==> src/rtl/ultrasonic_pkg.sv <==
// Shared definitions for the ultrasonic echo responder and the ranger bench:
// FSM state encoding, default timing constants and the echo width clamp.
package ultrasonic_pkg;

  localparam int unsigned STATE_W = 3;

  // Default timing, in clk cycles at 50 MHz
  localparam int unsigned MIN_TRIG_DEF = 500;      // 10 us minimum trigger width
  localparam int unsigned TDELAY_DEF   = 25000;    // acoustic delay, trig fall to echo rise
  localparam int unsigned MAX_ECHO_DEF = 1900000;  // 38 ms, no-reflection echo width
  localparam int unsigned THOLD_DEF    = 500000;   // re-arm holdoff after echo

  // Encodings 5..7 are unused and fall back to S_IDLE
  typedef enum logic [STATE_W-1:0] {
    S_IDLE  = 3'd0,
    S_ARM   = 3'd1,
    S_DELAY = 3'd2,
    S_ECHO  = 3'd3,
    S_HOLD  = 3'd4
  } state_t;

  // Echo width for a request: full window when no target, otherwise the
  // requested width forced into [1, max_w] with an unsigned compare.
  function automatic logic [31:0] echo_width(input logic        no_tgt,
                                             input logic [31:0] cfg,
                                             input logic [31:0] max_w);
    logic [31:0] w;
    if (no_tgt)
      w = max_w;
    else if (cfg == 32'd0)
      w = 32'd1;
    else if (cfg > max_w)
      w = max_w;
    else
      w = cfg;
    return w;
  endfunction

endpackage

==> src/rtl/ultrasonic_echo_responder_sync_2ff.sv <==
// Two-flop synchroniser for a single asynchronous level input.
module sync_2ff (
  input  logic Clock,
  input  logic Reset,
  input  logic d,
  output logic q
);

  logic meta;

  // Two back-to-back flops; both clear on reset
  always_ff @(posedge Clock or posedge Reset) begin
    if (Reset) begin
      meta <= 1'b0;
      q    <= 1'b0;
    end else begin
      meta <= d;
      q    <= meta;
    end
  end

endmodule

==> src/rtl/ultrasonic_echo_responder.sv <==
// HC-SR04 style sensor model: qualifies a Trig pulse, waits a fixed acoustic
// delay, then drives Echo for a programmable width, followed by a holdoff.
//
//  state   | meaning
//  --------+-----------------------------------------------------------
//  S_IDLE  | waiting for a Trig rising edge
//  S_ARM   | Trig high, measuring its width against MIN_TRIG
//  S_DELAY | valid Trig seen, counting the acoustic delay
//  S_ECHO  | Echo high, counting down the latched width
//  S_HOLD  | holdoff before re-arming; Trig ignored
module ultrasonic_echo_responder
  import ultrasonic_pkg::*;
#(
  parameter int unsigned MIN_TRIG = MIN_TRIG_DEF,
  parameter int unsigned TDELAY   = TDELAY_DEF,
  parameter int unsigned MAX_ECHO = MAX_ECHO_DEF,
  parameter int unsigned THOLD    = THOLD_DEF
) (
  input  logic               Clock,
  input  logic               Reset,
  input  logic               Trig,
  input  logic [31:0]        dist_cfg,
  input  logic               no_target,
  output logic               Echo,
  output logic               busy,
  output logic [STATE_W-1:0] state,
  output logic [7:0]         short_cnt,
  output logic [15:0]        echo_cnt
);

  localparam logic [31:0] MIN_TRIG_C = 32'(MIN_TRIG);
  localparam logic [31:0] TDELAY_C   = 32'(TDELAY);
  localparam logic [31:0] MAX_ECHO_C = 32'(MAX_ECHO);
  localparam logic [31:0] THOLD_C    = 32'(THOLD);

  state_t      state_q;
  logic [31:0] count;
  logic [31:0] width;
  logic        trig_s;
  logic        trig_q;
  logic        rise;

  sync_2ff u_trig_sync (
    .Clock (Clock),
    .Reset (Reset),
    .d     (Trig),
    .q     (trig_s)
  );

  // One-cycle delayed copy of the synchronised trigger for edge detection
  always_ff @(posedge Clock or posedge Reset) begin
    if (Reset) trig_q <= 1'b0;
    else       trig_q <= trig_s;
  end

  assign rise = trig_s & ~trig_q;

  // Sequencing FSM with its shared down-counter, latched width and statistics
  always_ff @(posedge Clock or posedge Reset) begin
    if (Reset) begin
      state_q   <= S_IDLE;
      count     <= 32'd0;
      width     <= 32'd0;
      short_cnt <= 8'd0;
      echo_cnt  <= 16'd0;
    end else begin
      case (state_q)
        S_IDLE: begin
          if (rise) begin
            state_q <= S_ARM;
            count   <= 32'd1;
          end
        end

        S_ARM: begin
          if (trig_s) begin
            // Only need to know "long enough", so stop counting at MIN_TRIG
            if (count < MIN_TRIG_C)
              count <= count + 32'd1;
          end else if (count >= MIN_TRIG_C) begin
            state_q <= S_DELAY;
            count   <= TDELAY_C - 32'd1;
            // Width is captured once here so later config changes cannot
            // disturb the pulse in flight
            width   <= echo_width(no_target, dist_cfg, MAX_ECHO_C);
          end else begin
            state_q <= S_IDLE;
            count   <= 32'd0;
            if (short_cnt != 8'hFF)
              short_cnt <= short_cnt + 8'd1;
          end
        end

        S_DELAY: begin
          if (count == 32'd0) begin
            state_q  <= S_ECHO;
            count    <= width - 32'd1;
            echo_cnt <= echo_cnt + 16'd1;
          end else begin
            count <= count - 32'd1;
          end
        end

        S_ECHO: begin
          if (count == 32'd0) begin
            state_q <= S_HOLD;
            count   <= THOLD_C - 32'd1;
          end else begin
            count <= count - 32'd1;
          end
        end

        S_HOLD: begin
          // Trig still high here leaves trig_q high, so IDLE waits for a fresh rise
          if (count == 32'd0) begin
            state_q <= S_IDLE;
          end else begin
            count <= count - 32'd1;
          end
        end

        default: begin
          state_q <= S_IDLE;
          count   <= 32'd0;
        end
      endcase
    end
  end

  // Outputs decode straight from the state register so Echo drops with Reset
  assign Echo  = (state_q == S_ECHO);
  assign busy  = (state_q != S_IDLE);
  assign state = state_q;

endmodule

==> config.mk <==
export PLATFORM = sky130hd
export DESIGN_NAME = ultrasonic_echo_responder
export DESIGN_NICKNAME = d
export VERILOG_FILES = /design/src/rtl/ultrasonic_pkg.sv /design/src/rtl/ultrasonic_echo_responder_sync_2ff.sv /design/src/rtl/ultrasonic_echo_responder.sv
export SDC_FILE = /design/constraint.sdc
export NUM_CORES = 1
export LEC_CHECK = 0
export BUFFER_PORTS_ARGS = -buffer_cell sky130_fd_sc_hd__buf_4
export CAP_MARGIN = 20
export CORE_MARGIN = 2
export CORE_UTILIZATION = 55
export DETAILED_ROUTE_END_ITERATION = 7
export MAX_ROUTING_LAYER = met4
export PLACE_DENSITY_LB_ADDON = 0.15
export REMOVE_ABC_BUFFERS = 1
export SLEW_MARGIN = 40
export SYNTH_ARGS = -nofsm -noshare
export SYNTH_HDL_FRONTEND = slang
export SYNTH_SLANG_ARGS = --single-unit
==> constraint.sdc <==
create_clock -name Clock -period 2.9 [get_ports Clock]
set_input_delay 0.58 -clock Clock [delete_from_list [all_inputs] [get_ports Clock]]
set_output_delay 0.58 -clock Clock [all_outputs]
set_load 0.1 [all_outputs]
# After elaboration in Yosys (flattened, before gate mapping)
# Index checks and enable logic that the tools add are counted.
# op_classes
add_sub_neg	5
order_cmp	3
n_eq_ne	12
mux	18
bitwise	4
n_reduce_logical	9
# op_table
op	count
$mux W32	9
$pmux W32 S5	1
$logic_not A32 Y1	2
$sub A32 B1 Y32 const B	2
$add A32 B1 Y32 const B	1
$ge A32 B9 Y1 const B	1
$gt A32 B21 Y1 const B	1
$lt A32 B9 Y1 const B	1
$add A16 B1 Y16 const B	1
$mux W15	1
$mux W3	5
$pmux W3 S5	1
$ne A2 B2 Y1 const B	5
$add A8 B1 Y8 const B	1
$ne A8 B8 Y1 const B	1
$eq A3 B2 Y1 const B	2
$reduce_and A3 Y1	2
$reduce_and A5 Y1	1
$reduce_and A4 Y1	1
$eq A3 B1 Y1 const B	1
$eq A3 B3 Y1 const B	1
$logic_not A3 Y1	1
$ne A3 B3 Y1 const B	1
$not A1 Y1	3
other kinds (5)	5
# totals
ff_bits	94
in_bits	36
output_inout_bits	29
word_cells	59

# Depth between registers and ports, before layout
# Gate-level depths: netlist of run 1.
# logic_depth
word_depth	4
mapped_depth	10
depth_no_buf	8

# Modules after synthesis
# A second synthesis of run 1 with hierarchy kept.
# hier_totals
hier_cells	764
area_unflattened_um2	6744.0
# modules_own_cells
mod	n_inst	cells_per_inst	area_each_um2	seq_area_each_um2
ultrasonic_echo_responder	1	761	6690.2	2302.2
sync_2ff	1	3	53.8	50.0

# Worst setup path after synthesis of run 1
# No wires, ideal clock.
# synth_path
path_type	register -> register
from	register state_q[2] (netlist: state[2])
to	register count[20]
setup_ns	0.129
arrival_ns	3.048
t_required_ns	2.771
setup_slack_ns	-0.278
stages_incl_launch_ff	9
path_buffers	2
synth_period_minus_slack_ns	3.178
path_cell_list	dfrtp_1 inv_1 nand2_1 a21oi_1 a311o_2 buf_4 buf_2 a22oi_1 o31ai_1
# synth_between
elab_chain_len	3
word_cells_on_any_way	10
cone_classes	7 x eq/ne; 1 x mux; 2 x reduce/logical
# synth_rtl
element	line_no	text
start, declared	ultrasonic_echo_responder.sv:36	state_t state_q;
start signal, assigned	ultrasonic_echo_responder.sv:61	state_q <= S_IDLE;
start signal, assigned	ultrasonic_echo_responder.sv:70	state_q <= S_ARM;
start signal, assigned	ultrasonic_echo_responder.sv:81	state_q <= S_DELAY;
$eq A3 B1 Y1, or another cell as far along	ultrasonic_echo_responder.sv:67	case (state_q)
$ne A3 B3 Y1 (no line) / $ne A2 B2 Y1 (equally long branches)	n/a	
$reduce_and A3 Y1 (no line)	n/a	
end signal, assigned	ultrasonic_echo_responder.sv:79	count <= count + 32'd1;
end signal, assigned	ultrasonic_echo_responder.sv:82	count <= TDELAY_C - 32'd1;
end signal, assigned	ultrasonic_echo_responder.sv:97	count <= width - 32'd1;
end, declared	ultrasonic_echo_responder.sv:37	logic [31:0] count;
# Parallel ways exist; a longest one is shown, timed or not.
# A chain may end at the register's enable or synchronous reset.

# Worst setup path after layout of run 1
# layout_path
from	register count[28]
to	register count[19]
# layout_between
elab_chain_len	3
word_cells_on_any_way	8
cone_classes	1 x order compare; 2 x eq/ne; 3 x mux; 2 x reduce/logical
# layout_rtl
element
$lt A32 B9 Y1 / $logic_not A32 Y1 (equally long branches)
$ne A3 B3 Y1 (no line), or another cell as far along
$reduce_and A3 Y1 (no line) / $pmux W32 S5 (equally long branches)
# Parallel ways exist; a longest one is shown, timed or not.

==> results of run 1 <==
through the flow:
stage	util [%]	cell area, um^2
5_1_grt	67.1	8060
6_report	67.1	8060
3_3_place_gp	63.4	7610
2_1_floorplan	-	6390
4_1_cts	66.3	7960
3_5_place_dp	63.4	7610
layout make-up:
| type | instances | area, um^2 | area share, % |
|---|---|---|---|
| repair buffers | 142 | 1090 | 13.5 |
| clock inverters | 6 | 93.8 | 1.16 |
| flip-flops and latches | 94 | 2350 | 29.2 |
| inverters | 24 | 92.6 | 1.15 |
| well taps | 147 | 184 | 2.28 |
| multi-input cells | 588 | 4010 | 49.7 |
| clock buffers | 10 | 239 | 2.96 |
Yosys cell counts (3+ instances only):
cell / n / area, um^2
a211o_1: 4 / 35.0
a211oi_1: 6 / 45.0
a21oi_1: 27 / 135
a221o_1: 3 / 30.0
a221oi_1: 6 / 52.6
a221oi_2: 3 / 45.0
a22o_1: 9 / 78.8
a22oi_1: 4 / 30.0
a31oi_1: 6 / 37.5
a32oi_1: 3 / 26.3
and2_1: 17 / 106
and3_1: 18 / 113
and4_1: 12 / 105
buf_1: 3 / 11.3
buf_2: 11 / 55.1
buf_6: 6 / 67.6
clkbuf_1: 30 / 113
clkbuf_8: 6 / 82.6
dfrtp_1: 94 / 2350
ha_1: 6 / 75.1
inv_1: 23 / 86.3
mux2i_1: 3 / 30.0
nand2_1: 63 / 236
nand3_1: 29 / 145
nand4_1: 31 / 194
nor2_1: 53 / 199
nor3_1: 24 / 120
nor3_2: 4 / 40.0
nor3b_1: 4 / 30.0
nor4_1: 30 / 188
o211ai_1: 4 / 30.0
o21ai_0: 27 / 135
o221a_2: 10 / 113
o221ai_1: 9 / 78.8
o22ai_1: 9 / 56.3
o2bb2ai_1: 4 / 35.0
o31ai_1: 17 / 128
o41ai_1: 5 / 43.8
or2_2: 3 / 18.8
or3_1: 7 / 43.8
or4_1: 12 / 90.1
xnor2_1: 30 / 263
xor2_1: 29 / 254
sequential cells by signal (all words and copies together), names as in the netlist:
signal,flops
u_trig_sync.meta,1
echo_cnt,16
short_cnt,8
width,32
trig_q,1
state,3
u_trig_sync.q,1
count,32
worst paths after layout:
check	end	slack (ns)	cells past startpoint
setup reg to reg	count[19]$_DFFE_PP0P_	0.1	7
hold reg to reg	u_trig_sync.q$_DFF_PP0_	0.37	0
hold / removal	count[11]$_DFFE_PP0P_	0.24	2
min in group Clock	u_trig_sync.meta$_DFF_PP0_	0.32	1
max in group asynchronous	state[2]$_DFFE_PP0P_	1.96	3
setup / recovery	count[19]$_DFFE_PP0P_	0.1	7
repair_timing:
item,4_1_cts,5_1_grt
setup buffers,2,6
cloned,0,1
endpoints found under the setup margin,4,32
endpoints found under the hold margin,0,0
gates resized for setup,0,8
hold buffers,0,0
pin swaps,1,9
metal layers:
metal / vias to the layer above / GRT usage, %
met4: 0 / 15.8
met1: 3267 / 43.4
met2: 398 / 53.3
met3: 64 / 7.62
li1: 3123 / -
met5: - / -
cells in the final DEF (no fill, tap or decap), drive strengths merged, types with 6 or more instances in the layout:
master	count
buf	142
dfrtp	94
nand2	65
nor2	54
nor4	33
nand4	31
xnor2	30
nand3	29
xor2	29
o21ai	28
a21oi	28
nor3	28
inv	24
and3	19
and2	18
o31ai	18
or4	15
and4	13
o221a	10
clkbuf	10
o22ai	9
o221ai	9
a22o	9
a221oi	9
or3	8
a211oi	7
a31oi	6
ha	6
o41ai	6
power by group through the flow:
stage / clock network [mW] / registers [mW] / logic, mW
after floorplan: 0 / 2.31 / 1.67
after detailed placement: 0 / 2.08 / 3.08
final: 1.34 / 2.08 / 3.29
after CTS: 1.35 / 2.06 / 3.13
after global placement: 0 / 2.05 / 3.02
after global routing: 1.39 / 2.12 / 3.49
cell families (layout without fill, tap and decap cells):
logic type,count (synthesis),count (layout),synth area share (%)
AOI/OAI and AO/OA,185,186,21.4
DFF,94,94,34.9
buffers and inverters,82,182,6.48
xor gates and xnor gates,59,59,7.67
and+or+nand+nor,333,333,27.8
adders and majority gates,6,6,1.11
muxes,4,4,0.613
==> metrics.cfg, run 1 <==
[status]
status = completed

[cts]
cts-root-buf = clkbuf_16
cts_inserted_buffers = 9
clkSinkCount = 94
cts.path.max_buffers = 2
clock_latency_ns = 0.36
cts_tree = done
cts.clk_slew.worst_paths_ns = 0.07
htreeDepth = 3

[die]
die_h_um = 115
die-area_mm2 = 0.0132
std_cell_rows = 40
ios = 65
die_w_um = 115
start_util_pct = 56.1
core_region_area_mm2 = 0.0120

[setup_path]
crit_family = simple AND/OR/NAND/NOR gates
timing.rr.start = count[28]$_DFFE_PP0P_
crit_fanout = 8
path_cells = or4_4, or4_4, o31ai_4, buf_4, a21boi_1, o311a_1, a221o_1
critPathBufInv = 1
path_class = reg -> reg
crit_path_top_delay_cell = or4_4
crit_required_ns = 3.14
cp-startpoint = count[28]$_DFFE_PP0P_
cp-end-kind = flip-flop
start_kind = flip-flop
max_stage_delay_ns = 0.59
cp_common_cell = or4_4
arrival_ns = 3.04

[placed_design]
portBuffers = 64
gp_congestion = 1.05
pre_cts_ws_ns = -0.0620
post-dp-hpwl_um = 16100
dp_cells = 986

[pwr]
p_per_area_mw_per_mm2 = 831
switching_share_pct = 45.2
power_leakage_nw = 3.44
finalPower_mw = 6.70
internal_power_mw = 3.67
p_seq_share_pct = 31.0
power_frac_clock_pct = 19.9
pwr-share-comb_pct = 49.0
switching_power_mw = 3.03
ir_worst_vdd_mv = 0.540

[detailed_routing]
wl_met1_um = 8890
antenna_left = 0
route.met3.wl_um = 2000
viasPerCell = 6.78
drt_first_pass_iters = 6
drcViolationCount = 0
met2_length_um = 10100
totalWireLength_um = 21800
drt_iter0_drc = 686
num_vias = 6852
top_signal_layer_used = met4
avgRoutedWirePerCell_um = 21.6

[timing]
setup_viol = 0
fin_tns_setup_ns = 0
fin_crit_ns = 2.80
fin_crit_sh_pct = 96.7
max_slew.worst_pin.slew_ns = 0.723
report.final.hold_viol_count = 0
clock.fmax_mhz = 357
relSlewSlack_pct = 51.4
whs_ns = 0.237
fin_ws_ns = 0.0971
fin_worst_skew_ns = 0.00754
final_max_slew_viol_count = 0

[logic_synthesis]
yosys_warnings = 0
async_flop_share_pct = 100
synthDistinctLibCells = 89
syn_area_mm2 = 0.00674
synth_edf_count = 0
ys.flop_type = dfrtp_1
avgSynthCellArea_um2 = 8.83
synth_cells = 763
yosysSeqAreaShare_pct = 34.9
synth-seq-cells = 94

[grt]
grt_max_degree = 60
grt_use_total_pct = 34.5
antenna_found_initial = 0
grt_pass1_vias = 6475
overflow = 0
grt_pass1_wl_um = 34100

[cells_and_area]
area_delta_synth_final_pct = 19.6
diodes = 0
finalNonFillerCells = 1011
drive_gt1_share_pct = 24.4
fillers = 1019
fin_nets = 901

[job]
maxCapViolCount = 0

[hold_path]
min_path_type = in -> async

No activity file was read; power rests on OpenSTA's default activity.
==> run 2, diff against run 1 <==
Settings changed: SLEW_MARGIN 40 to 20, SYNTH_HIERARCHICAL from default to 1.
==> metrics.cfg, run 2 <==
[setup_path]
start_kind = flip-flop  ; unchanged
rrSetupSlack_ns = 0.05  ; was 0.1 ns
timing.rr.start = count[28]$_DFFE_PP0P_  ; unchanged
crit_fanout = 7  ; was 8
r2r-end = count[30]$_DFFE_PP0P_  ; was count[19]$_DFFE_PP0P_
path_class = reg -> reg  ; unchanged
cp-end-kind = flip-flop  ; unchanged
r2r_cells = 8  ; was 7
arrival_ns = 3.07  ; was 3.04 ns
crit_required_ns = 3.12  ; was 3.14 ns

[detailed_routing]
drcViolationCount = 0  ; unchanged
met2_length_um = 9670  ; was 10,100 um
drt_iter0_drc = 698  ; was 686
avgRoutedWirePerCell_um = 20.8  ; was 21.6 um
top_signal_layer_used = met4  ; unchanged
drt_first_pass_iters = 6  ; unchanged
route.met3.wl_um = 1780  ; was 2000 um
antenna_left = 0  ; unchanged
wl_met1_um = 9050  ; was 8890 um
num_vias = 6743  ; was 6,852
viasPerCell = 6.63  ; was 6.78
totalWireLength_um = 21200  ; was 21,800 um

[logic_synthesis]
avgSynthCellArea_um2 = 8.83  ; about the same
yosysSeqAreaShare_pct = 34.9  ; about the same
ys_top_cells_by_area = dfrtp_1 (35%), xnor2_1 (3.9%), xor2_1 (3.8%)  ; unchanged
ys.flop_type = dfrtp_1  ; unchanged
synth_edf_count = 0  ; unchanged
synth-seq-cells = 94  ; unchanged
yosys_warnings = 6  ; was 0
synthDistinctLibCells = 89  ; unchanged
async_flop_share_pct = 100  ; unchanged
synth.most_common_cell = dfrtp_1  ; unchanged
synth_top_area_cell = dfrtp_1  ; unchanged
syn_area_mm2 = 0.00674  ; about the same
synth_cells = 764  ; was 763
synth_top_area_share_pct = 34.9  ; about the same
netlist_top_cells_count = dfrtp_1 (94), nand2_1 (63), nor2_1 (53)  ; unchanged

[cells_and_area]
fin_nets = 907  ; was 901
mostFrequentLayoutCells = buf_4 (144), dfrtp_1 (94), nand2_1 (63)  ; was buf_4 (140), dfrtp_1 (94), nand2_1 (63)
multiInputGateArea_mm2 = 0.00401  ; about the same
postLayoutCellArea_mm2 = 0.00814  ; was 0.00806 mm^2
area_delta_synth_final_pct = 20.7  ; was 19.6%
final_common_cell = buf_4  ; unchanged
largestRegisters = count (32), width (32), echo_cnt (16)  ; unchanged
ff_latch_area_mm2 = 0.00235  ; unchanged
drive_gt1_share_pct = 25.2  ; was 24.4%
diodes = 0  ; unchanged
fillers = 962  ; was 1,019

[die]
ios = 65  ; unchanged
die_h_um = 115  ; about the same
die-area_mm2 = 0.0132  ; about the same
die_w_um = 115  ; about the same
start_util_pct = 56.1  ; about the same
std_cell_rows = 40  ; unchanged
core_region_area_mm2 = 0.0120  ; unchanged

[timing]
fin_crit_ns = 2.85  ; was 2.80 ns
final_max_slew_viol_count = 0  ; unchanged
fin_crit_sh_pct = 98.4  ; was 96.7%
setup_viol = 0  ; unchanged
fin_worst_skew_ns = 0.00576  ; was 0.00754 ns
clock.fmax_mhz = 350  ; was 357 MHz
rsz0062_at_grt = no
relSlewSlack_pct = 37.7  ; was 51.4%
max_slew.worst_pin.slew_ns = 0.934  ; was 0.723 ns
whs_ns = 0.0776  ; was 0.237 ns
report.final.hold_viol_count = 0  ; unchanged
fin_ws_ns = 0.0462  ; was 0.0971 ns

[placed_design]
post-dp-hpwl_um = 15900  ; was 16,100 um
gp_congestion = 1.02  ; was 1.05
portBuffers = 64  ; unchanged
pre_cts_ws_ns = -0.0448  ; was -0.0620 ns
placed_area_mm2 = 0.00773  ; was 0.00761 mm^2

[status]
status = completed  ; unchanged

[grt]
grt_max_degree = 50  ; was 60
grt_pass1_wl_um = 33700  ; was 34,100 um
overflow = 0  ; unchanged
antenna_found_initial = 0  ; unchanged
grt_pass1_vias = 6393  ; was 6,475
grt_use_total_pct = 33.9  ; was 34.5%

[cts]
clock_latency_ns = 0.36  ; about the same
cts.clk_slew.worst_paths_ns = 0.07  ; about the same
cts.path.max_buffers = 2  ; unchanged
cts_tree = done  ; unchanged
clkSinkCount = 94  ; unchanged
cts_inserted_buffers = 9  ; unchanged
cts-root-buf = clkbuf_16  ; unchanged
htreeDepth = 3  ; unchanged
cts_hold_buf = 0  ; unchanged

[pwr]
finalPower_mw = 6.77  ; was 6.70 mW
p_per_area_mw_per_mm2 = 831  ; about the same
ir_worst_vdd_mv = 0.469  ; was 0.540 mV
power_leakage_nw = 3.49  ; was 3.44 nW

[job]
maxCapViolCount = 0  ; unchanged

[hold_path]
min_path_type = in -> async  ; unchanged

run 2: timing repair:
action,CTS,global route
resized for setup,1,12
pin swaps,2,5
setup endpoints to repair,6,32
setup buffers,1,1
run 2: worst max-delay path by stage:
stage                                      from                    end  slack (ns)
after floorplan            state[0]$_DFFE_PP0P_   width[7]$_DFFE_PP0P_       -0.78
after global placement    count[28]$_DFFE_PP0P_  count[21]$_DFFE_PP0P_      -0.002
after detailed placement  count[28]$_DFFE_PP0P_   count[7]$_DFFE_PP0P_       -0.04
after CTS                 count[28]$_DFFE_PP0P_   width[0]$_DFFE_PP0P_        0.01
after global routing      count[28]$_DFFE_PP0P_  count[25]$_DFFE_PP0P_       0.002
final                     count[28]$_DFFE_PP0P_  count[30]$_DFFE_PP0P_        0.05
run 2: metrics by stage:
step	util [%]	setup TNS (ns)	cells
after floorplan	-	-25.44	706
after global placement	64.3	-0.00218	999
after detailed placement	64.3	-0.101	999
after CTS	67.3	0	1016
after global routing	67.8	0	1017
final	67.8	0	1017
run 2: critical path: stages (launching register included):
cell	delay [ns]
dfrtp_1	0.37
or4_4	0.54
or4_4	0.56
buf_4	0.17
o31ai_4	0.32
nand2_2	0.15
buf_4	0.18
a211oi_1	0.27
o221ai_1	0.16
run 2: cell type report:
class	instances	share of cell area [%]
clock buffer	12	3.27
clock inverter	4	0.953
inverter	25	1.17
multi-input combinational	587	49.2
sequential	94	28.9
tap	147	2.26
timing repair buffer	148	14.3
run 2: layer usage:
metal | up-vias | GRT usage (%)
met5 | - | -
met4 | 0 | 14.1
met3 | 52 | 6.33
met2 | 352 | 51.4
met1 | 3206 | 44.9
li1 | 3133 | -
run 2: power by group:
group | switching [mW] | internal [mW] | total, mW
Sequential | 0.449 | 1.60 | 2.05
Clock | 0.524 | 0.829 | 1.35
Combinational | 2.02 | 1.35 | 3.37
Total | 2.99 | 3.78 | 6.77
run 2: cells by family after synthesis:
logic type | after synthesis | synth area share, %
flip-flops | 94 | 34.9
AO/OA/AOI/OAI | 185 | 21.4
AND/OR/NAND/NOR | 333 | 27.8
multiplexers | 4 | 0.612
XOR/XNOR | 59 | 7.66
adder cells (fa/ha/maj) | 6 | 1.11
buffers and inverters | 83 | 6.53
